$ cat config.mk
export PLATFORM = sky130hd
export DESIGN_NAME = button_event_mmio
export DESIGN_NICKNAME = d
export VERILOG_FILES = /design/src/rtl/button_event_mmio_pkg.sv /design/src/rtl/button_event_mmio_btn_debounce.sv /design/src/rtl/button_event_mmio.sv
export SDC_FILE = /design/constraint.sdc
export NUM_CORES = 1
export LEC_CHECK = 0
export ABC_AREA = 1
export CORE_ASPECT_RATIO = 1.75
export CORE_MARGIN = 1.5
export CORE_UTILIZATION = 41
export DETAILED_ROUTE_END_ITERATION = 8
export PLACE_DENSITY = 0.87
export RECOVER_POWER = 100
export SETUP_SLACK_MARGIN = 0.05
export SLEW_MARGIN = 0
export SYNTH_ARGS = -nofsm -noshare
export SYNTH_HDL_FRONTEND = slang
export SYNTH_HIERARCHICAL = 1
export SYNTH_SLANG_ARGS = --single-unit
$ cat constraint.sdc
create_clock -name clock -period 2.2 [get_ports clock]
set_clock_uncertainty 0.05 [all_clocks]
set_input_delay 0.44 -clock clock [delete_from_list [all_inputs] [get_ports clock]]
set_output_delay 0.44 -clock clock [all_outputs]
set_load 0.05 [all_outputs]
$ cat src/rtl/button_event_mmio_pkg.sv
// Shared definitions for the Sly-Man-Says player-input stage and its MMIO neighbours.
// Colour codes are shared with the LED flasher so presses can be echoed directly.
package button_event_mmio_pkg;

  typedef enum logic [1:0] {
    RED    = 2'd0,
    BLUE   = 2'd1,
    GREEN  = 2'd2,
    YELLOW = 2'd3
  } colour_t;

  localparam logic [11:0] RANDOM_ADDR = 12'd5;
  localparam logic [11:0] LED_ADDR    = 12'd6;
  localparam logic [11:0] BTN_ADDR    = 12'd7;

  localparam int RD_VALID_BIT  = 0;
  localparam int RD_COLOUR_LSB = 1;
  localparam int RD_COLOUR_MSB = 2;
  localparam int RD_COUNT_LSB  = 3;
  localparam int RD_COUNT_MSB  = 5;
  localparam int RD_OVF_BIT    = 6;

  localparam int CMD_POP_BIT     = 0;
  localparam int CMD_CLR_OVF_BIT = 1;
  localparam int CMD_FLUSH_BIT   = 2;

endpackage

$ cat src/rtl/button_event_mmio_btn_debounce.sv
// One pushbutton: 2-flop synchroniser, stability counter, and a registered
// single-cycle pulse on each accepted release-to-press transition.
module btn_debounce #(
  parameter int DEBOUNCE_CYCLES = 16
) (
  input  logic clock,
  input  logic reset,
  input  logic btn_raw,
  output logic press
);

  localparam int CNT_W = (DEBOUNCE_CYCLES > 1) ? $clog2(DEBOUNCE_CYCLES) : 1;
  localparam logic [CNT_W-1:0] CNT_LAST = CNT_W'(DEBOUNCE_CYCLES - 1);

  logic             sync1_reg;
  logic             sync2_reg;
  logic [CNT_W-1:0] count_reg;
  logic             stable_reg;
  logic             stable_prev_reg;
  logic             press_reg;

  always_ff @(posedge clock) begin
    if (reset) begin
      sync1_reg       <= 1'b0;
      sync2_reg       <= 1'b0;
      count_reg       <= '0;
      stable_reg      <= 1'b0;
      stable_prev_reg <= 1'b0;
      press_reg       <= 1'b0;
    end else begin
      sync1_reg <= btn_raw;
      sync2_reg <= sync1_reg;
      // Any sample agreeing with the stable level restarts the qualification window.
      if (sync2_reg != stable_reg) begin
        if (count_reg == CNT_LAST) begin
          stable_reg <= sync2_reg;
          count_reg  <= '0;
        end else begin
          count_reg <= count_reg + CNT_W'(1);
        end
      end else begin
        count_reg <= '0;
      end
      stable_prev_reg <= stable_reg;
      press_reg       <= stable_reg & ~stable_prev_reg;
    end
  end

  assign press = press_reg;

endmodule

$ cat src/rtl/button_event_mmio.sv
// Debounced colour-button event FIFO, polled by the processor at one data word
// address (status/head word on read, pop/clear-overflow/flush on write).
module button_event_mmio
  import button_event_mmio_pkg::*;
#(
  parameter int          DEBOUNCE_CYCLES = 16,
  parameter int          FIFO_DEPTH      = 4,
  parameter logic [11:0] MMIO_ADDR       = BTN_ADDR
) (
  input  logic        clock,
  input  logic        reset,
  input  logic [3:0]  btn_raw,
  input  logic [11:0] mem_addr,
  input  logic        mem_wren,
  input  logic [31:0] mem_wdata,
  output logic        addr_hit,
  output logic [31:0] rd_data
);

  localparam int PTR_W = $clog2(FIFO_DEPTH);
  localparam logic [2:0] DEPTH_COUNT = 3'(FIFO_DEPTH);

  logic [3:0] press;

  genvar gi;
  generate
    for (gi = 0; gi < 4; gi++) begin : g_btn
      btn_debounce #(
        .DEBOUNCE_CYCLES(DEBOUNCE_CYCLES)
      ) u_debounce (
        .clock  (clock),
        .reset  (reset),
        .btn_raw(btn_raw[gi]),
        .press  (press[gi])
      );
    end
  endgenerate

  // Lowest-index press wins; coincident presses beyond it are lost.
  colour_t push_colour;
  always_comb begin
    push_colour = RED;
    for (int i = 3; i >= 0; i--) begin
      if (press[i]) push_colour = colour_t'(i[1:0]);
    end
  end

  logic press_any;
  logic press_multi;
  assign press_any   = |press;
  assign press_multi = (press & (press - 4'd1)) != 4'd0;

  assign addr_hit = (mem_addr == MMIO_ADDR);

  logic cmd_valid;
  logic cmd_pop;
  logic cmd_clr_ovf;
  logic cmd_flush;
  assign cmd_valid   = mem_wren && addr_hit;
  assign cmd_pop     = cmd_valid && mem_wdata[CMD_POP_BIT];
  assign cmd_clr_ovf = cmd_valid && mem_wdata[CMD_CLR_OVF_BIT];
  assign cmd_flush   = cmd_valid && mem_wdata[CMD_FLUSH_BIT];

  logic unused_wdata;
  assign unused_wdata = ^mem_wdata[31:CMD_FLUSH_BIT+1];

  colour_t           fifo_mem_reg [FIFO_DEPTH];
  logic [PTR_W-1:0]  rd_ptr_reg;
  logic [PTR_W-1:0]  wr_ptr_reg;
  logic [2:0]        count_reg;
  logic              ovf_reg;

  logic fifo_full;
  logic fifo_empty;
  logic pop_eff;
  logic push_eff;
  logic drop_full;
  logic ovf_set;

  assign fifo_full  = (count_reg == DEPTH_COUNT);
  assign fifo_empty = (count_reg == 3'd0);
  assign pop_eff    = cmd_pop && !cmd_flush && !fifo_empty;
  // A pop in the same cycle frees the slot a full FIFO needs for the push.
  assign push_eff   = press_any && !cmd_flush && (!fifo_full || pop_eff);
  assign drop_full  = press_any && !cmd_flush && fifo_full && !pop_eff;
  assign ovf_set    = press_multi || drop_full;

  always_ff @(posedge clock) begin
    if (push_eff) fifo_mem_reg[wr_ptr_reg] <= push_colour;
  end

  always_ff @(posedge clock) begin
    if (reset) begin
      rd_ptr_reg <= '0;
      wr_ptr_reg <= '0;
      count_reg  <= 3'd0;
      ovf_reg    <= 1'b0;
    end else begin
      if (cmd_flush) begin
        rd_ptr_reg <= '0;
        wr_ptr_reg <= '0;
        count_reg  <= 3'd0;
      end else begin
        if (push_eff) wr_ptr_reg <= wr_ptr_reg + PTR_W'(1);
        if (pop_eff)  rd_ptr_reg <= rd_ptr_reg + PTR_W'(1);
        count_reg <= count_reg + 3'(push_eff) - 3'(pop_eff);
      end
      ovf_reg <= ovf_set | (ovf_reg & ~cmd_clr_ovf);
    end
  end

  always_comb begin
    rd_data = '0;
    rd_data[RD_VALID_BIT] = !fifo_empty;
    if (!fifo_empty) rd_data[RD_COLOUR_MSB:RD_COLOUR_LSB] = fifo_mem_reg[rd_ptr_reg];
    rd_data[RD_COUNT_MSB:RD_COUNT_LSB] = count_reg;
    rd_data[RD_OVF_BIT] = ovf_reg;
  end

endmodule

==> metrics.md <==
| Metric | Value |
|---|---|
| GRT Total Usage | 15.03% |
| Max stage delay on crit path | 0.56 ns |
| Max cap viols | 0 |
| RR Startpoint | g_btn[1].u_debounce/press |
| DR vias | 2070 |
| Count of final setup violators | 0 |
| CP max-delay cell | fa_2 |
| H-tree levels | 2 |
| Multi-input gate area | 0.001132 mm^2 |
| Port Buffers | 29 |
| Area grow syn2layout | 26.72% |
| Worst Hold Depth | 1 |
| Global-route wire length before repair | 7928 um |
| Warnings, synthesis | 6 |
| Worst slack, placed | -0.5382 ns |
| CP startpoint kind | register |
| Vias per inst | 4.481 |
| CP max FO | 3 |
| Pwr dens | 573.6 mW/mm^2 |
| Wire per inst | 10.82 um |
| Die area | 0.006631 mm^2 |
| Outcome | complete, no violations |
| WL final | 4998 um |
| CP Class | reg2reg |
| Synthesized area | 0.002515 mm^2 |
| Io pins | 84 |
| Fin util | 54.20% |
| Layout cells sized above 1 | 22.92% |
| Slew HR | 60.50% |
| CP Launch Point | g_btn[1].u_debounce/press |
| ANT nets after route | 0 |
| Reg-to-Reg End | count_reg[1] |
| Setup TNS after final layout | 0 ns |
| Die X | 62.21 um |
| Tcrit/Tclk final | 97.11% |
| Worst Hold Launch | g_btn[0].u_debounce/stable_prev_reg |
| Antenna violations before repair | 0 |
| Final hold violation count | 0 |
| Nets | 445 |
| Drt initial violations | 41 |
| Post-DP HPWL | 3529 um |
| CTS root buffer | clkbuf_8 |
| Remaining DRCs | 0 |
| DP Area | 0.002928 mm^2 |
| Reg clk slew, reported paths | 0.09 ns |
| Unrepaired setup endpoints after global routing | yes |
| Fillcell total | 529 |
| LEAKAGE | 1.444 nW |
| Worst Hold Class | reg2reg |
| Hold WS | 0.3385 ns |
| Critical Path Most Common Cell | inv_2 |
| Max VDD drop | 0.0005121 V |
| Post-layout minimum cycle time | 2.136 ns |
| Largest net degree at the start of global routing | 17 |
| Starting Density | 42.78% |
| Cell variety after synth | 23 |
| R2R depth | 11 |
| Register-to-Register Setup Slack | 0.06 ns |
| Post-Synthesis Cells | 319 |
| CP Capture Type | register |
| Worst slew pin tran | 0.5926 ns |
| Total power | 1.828 mW |
| Die Y | 106.6 um |
| Worst Hold End | g_btn[0].u_debounce/press |
| Core box area | 0.005879 mm^2 |
| Sequential-to-total area share from yosys stat | 46.17% |
| TritonCTS clock tree | built |
| DR pass1 iterations | 4 |
| CTS max path bufs | 2 |
| Row count | 37 |
| Routability cong. | 0.7716 |
| Placed Instances | 434 |
| Worst setup margin | 0.06358 ns |
| Critical path required time | 2.38 ns |
| Synthesis-stage register bit count | 54 |
| Register Area | 0.001165 mm^2 |
| Total grt overflow | 0 |
| Fin area | 0.003187 mm^2 |
| CTS Sinks | 54 |
| Num CTS Buffers | 5 |
| Fin. max-slew vios | 0 |
| Ant diodes | 0 |
| Crit path cell chain | or2_4 > or2_1 > nand2_2 > inv_2 > nand2_4 > ha_4 > inv_2 > ha_4 > fa_2 > inv_2 > nor2_1 |
| Post-Layout Cell Count | 462 |
| Avg Inst Size Synth | 7.884 um^2 |
| CP arrival | 2.32 ns |
| Maximum operating frequency | 468.1 MHz |
| Clock latency on the worst-skew pair | 0.30 ns |
| Number of global-route vias before repair | 2014 |
| Max reg flops | 16 |
## cell usage in the layout (no fill, tap or decap), types with 7 or more instances in the layout
| cell type | Yosys | layout |
|---|---|---|
| a21oi_1 | 7 | 7 |
| buf_4 | 26 | 30 |
| clkbuf_2 | 0 | 9 |
| clkdlybuf4s50_1 | 0 | 9 |
| conb_1 | 1 | 25 |
| dfxtp_1 | 46 | 43 |
| edfxtp_1 | 8 | 8 |
| ha_1 | 10 | 8 |
| inv_1 | 55 | 49 |
| inv_2 | 1 | 7 |
| nand2_1 | 34 | 29 |
| nand2_2 | 3 | 7 |
| nand3_1 | 7 | 10 |
| nand4_1 | 7 | 7 |
| nor2_1 | 83 | 75 |
## logic make-up (layout without fill, tap and decap cells)
| kind of cell | Yosys count | after routing | share of synthesized area [%] |
|---|---|---|---|
| AND/OR/NAND/NOR | 151 | 151 | 26.77 |
| buffers and inverters | 82 | 123 | 16.12 |
| flip-flops | 54 | 54 | 46.17 |
| AO/OA/AOI/OAI | 14 | 14 | 2.935 |
| adder cells (fa/ha/maj) | 11 | 11 | 5.771 |
| XOR/XNOR | 6 | 6 | 2.090 |
| other | 1 | 25 | 0.1491 |
## cell type report
type / count / share of cell area (%)
Clock inverter: 2 / 1.178
Inverter: 56 / 6.596
Sequential cell: 54 / 36.55
Multi-Input combinational cell: 207 / 35.53
Timing Repair Buffer: 59 / 14.80
Clock buffer: 6 / 2.277
Tap cell: 78 / 3.062
## worst max-delay path by stage
stage,endpoint,cells past startpoint
after floorplan,count_reg[1],12
after global placement,count_reg[1],13
after detailed placement,count_reg[1],14
after CTS,count_reg[1],13
after global routing,count_reg[1],13
final,count_reg[1],11
## power by group
group | switching, mW | total, mW | internal [mW] | leakage [nW]
logic | 0.136 | 0.176 | 0.0401 | 0.954
clock network | 0.301 | 0.641 | 0.339 | 0.0514
registers | 0.00531 | 1.01 | 1.01 | 0.439
total | 0.443 | 1.83 | 1.39 | 1.44
## routing by layer
layer  part of all wire (%)  vias up  global-route usage (%)
met3                    4.2       14                   3.463
met2                     59       70                   31.99
met5                      0        -                       0
li1                       -     1045                       -
met4                    2.9        0                   7.143
met1                     34      941                   12.30
## critical path, delay by kind of cell, from the launching register on
| kind | cells | cell delay [ns] |
|---|---|---|
| adders and majority gates | 3 | 0.83 |
| buffers and inverters | 3 | 0.11 |
| DFF | 1 | 0.34 |
| and+or+nand+nor | 5 | 0.74 |
## Yosys cell counts
library cell  count  area share [%]
nand4_1           7             1.7
nor3_2            1            0.40
conb_1            1            0.15
fa_1              1            0.80
inv_2             1            0.15
o21ai_1           1            0.20
nor2_1           83              12
nand2_2           3            0.75
edfxtp_1          8             9.6
a22o_1            1            0.35
buf_4            26             7.8
nand3_2           8             3.2
xnor2_1           6             2.1
nor3_1            4            0.80
o21ai_0           5            0.99
nand3_1           7             1.4
dfxtp_1          46              37
nand2_1          34             5.1
nor3b_1           1            0.30
ha_1             10             5.0
a21oi_1           7             1.4
inv_1            55             8.2
or2_1             3            0.75
## timing repair
item,CTS,global route
gates resized for setup,19,55
buffers inserted,18,2
hold buffers,0,0
pin swaps,20,23
setup endpoints to repair,3,7
(Power assumes the default switching activity.)
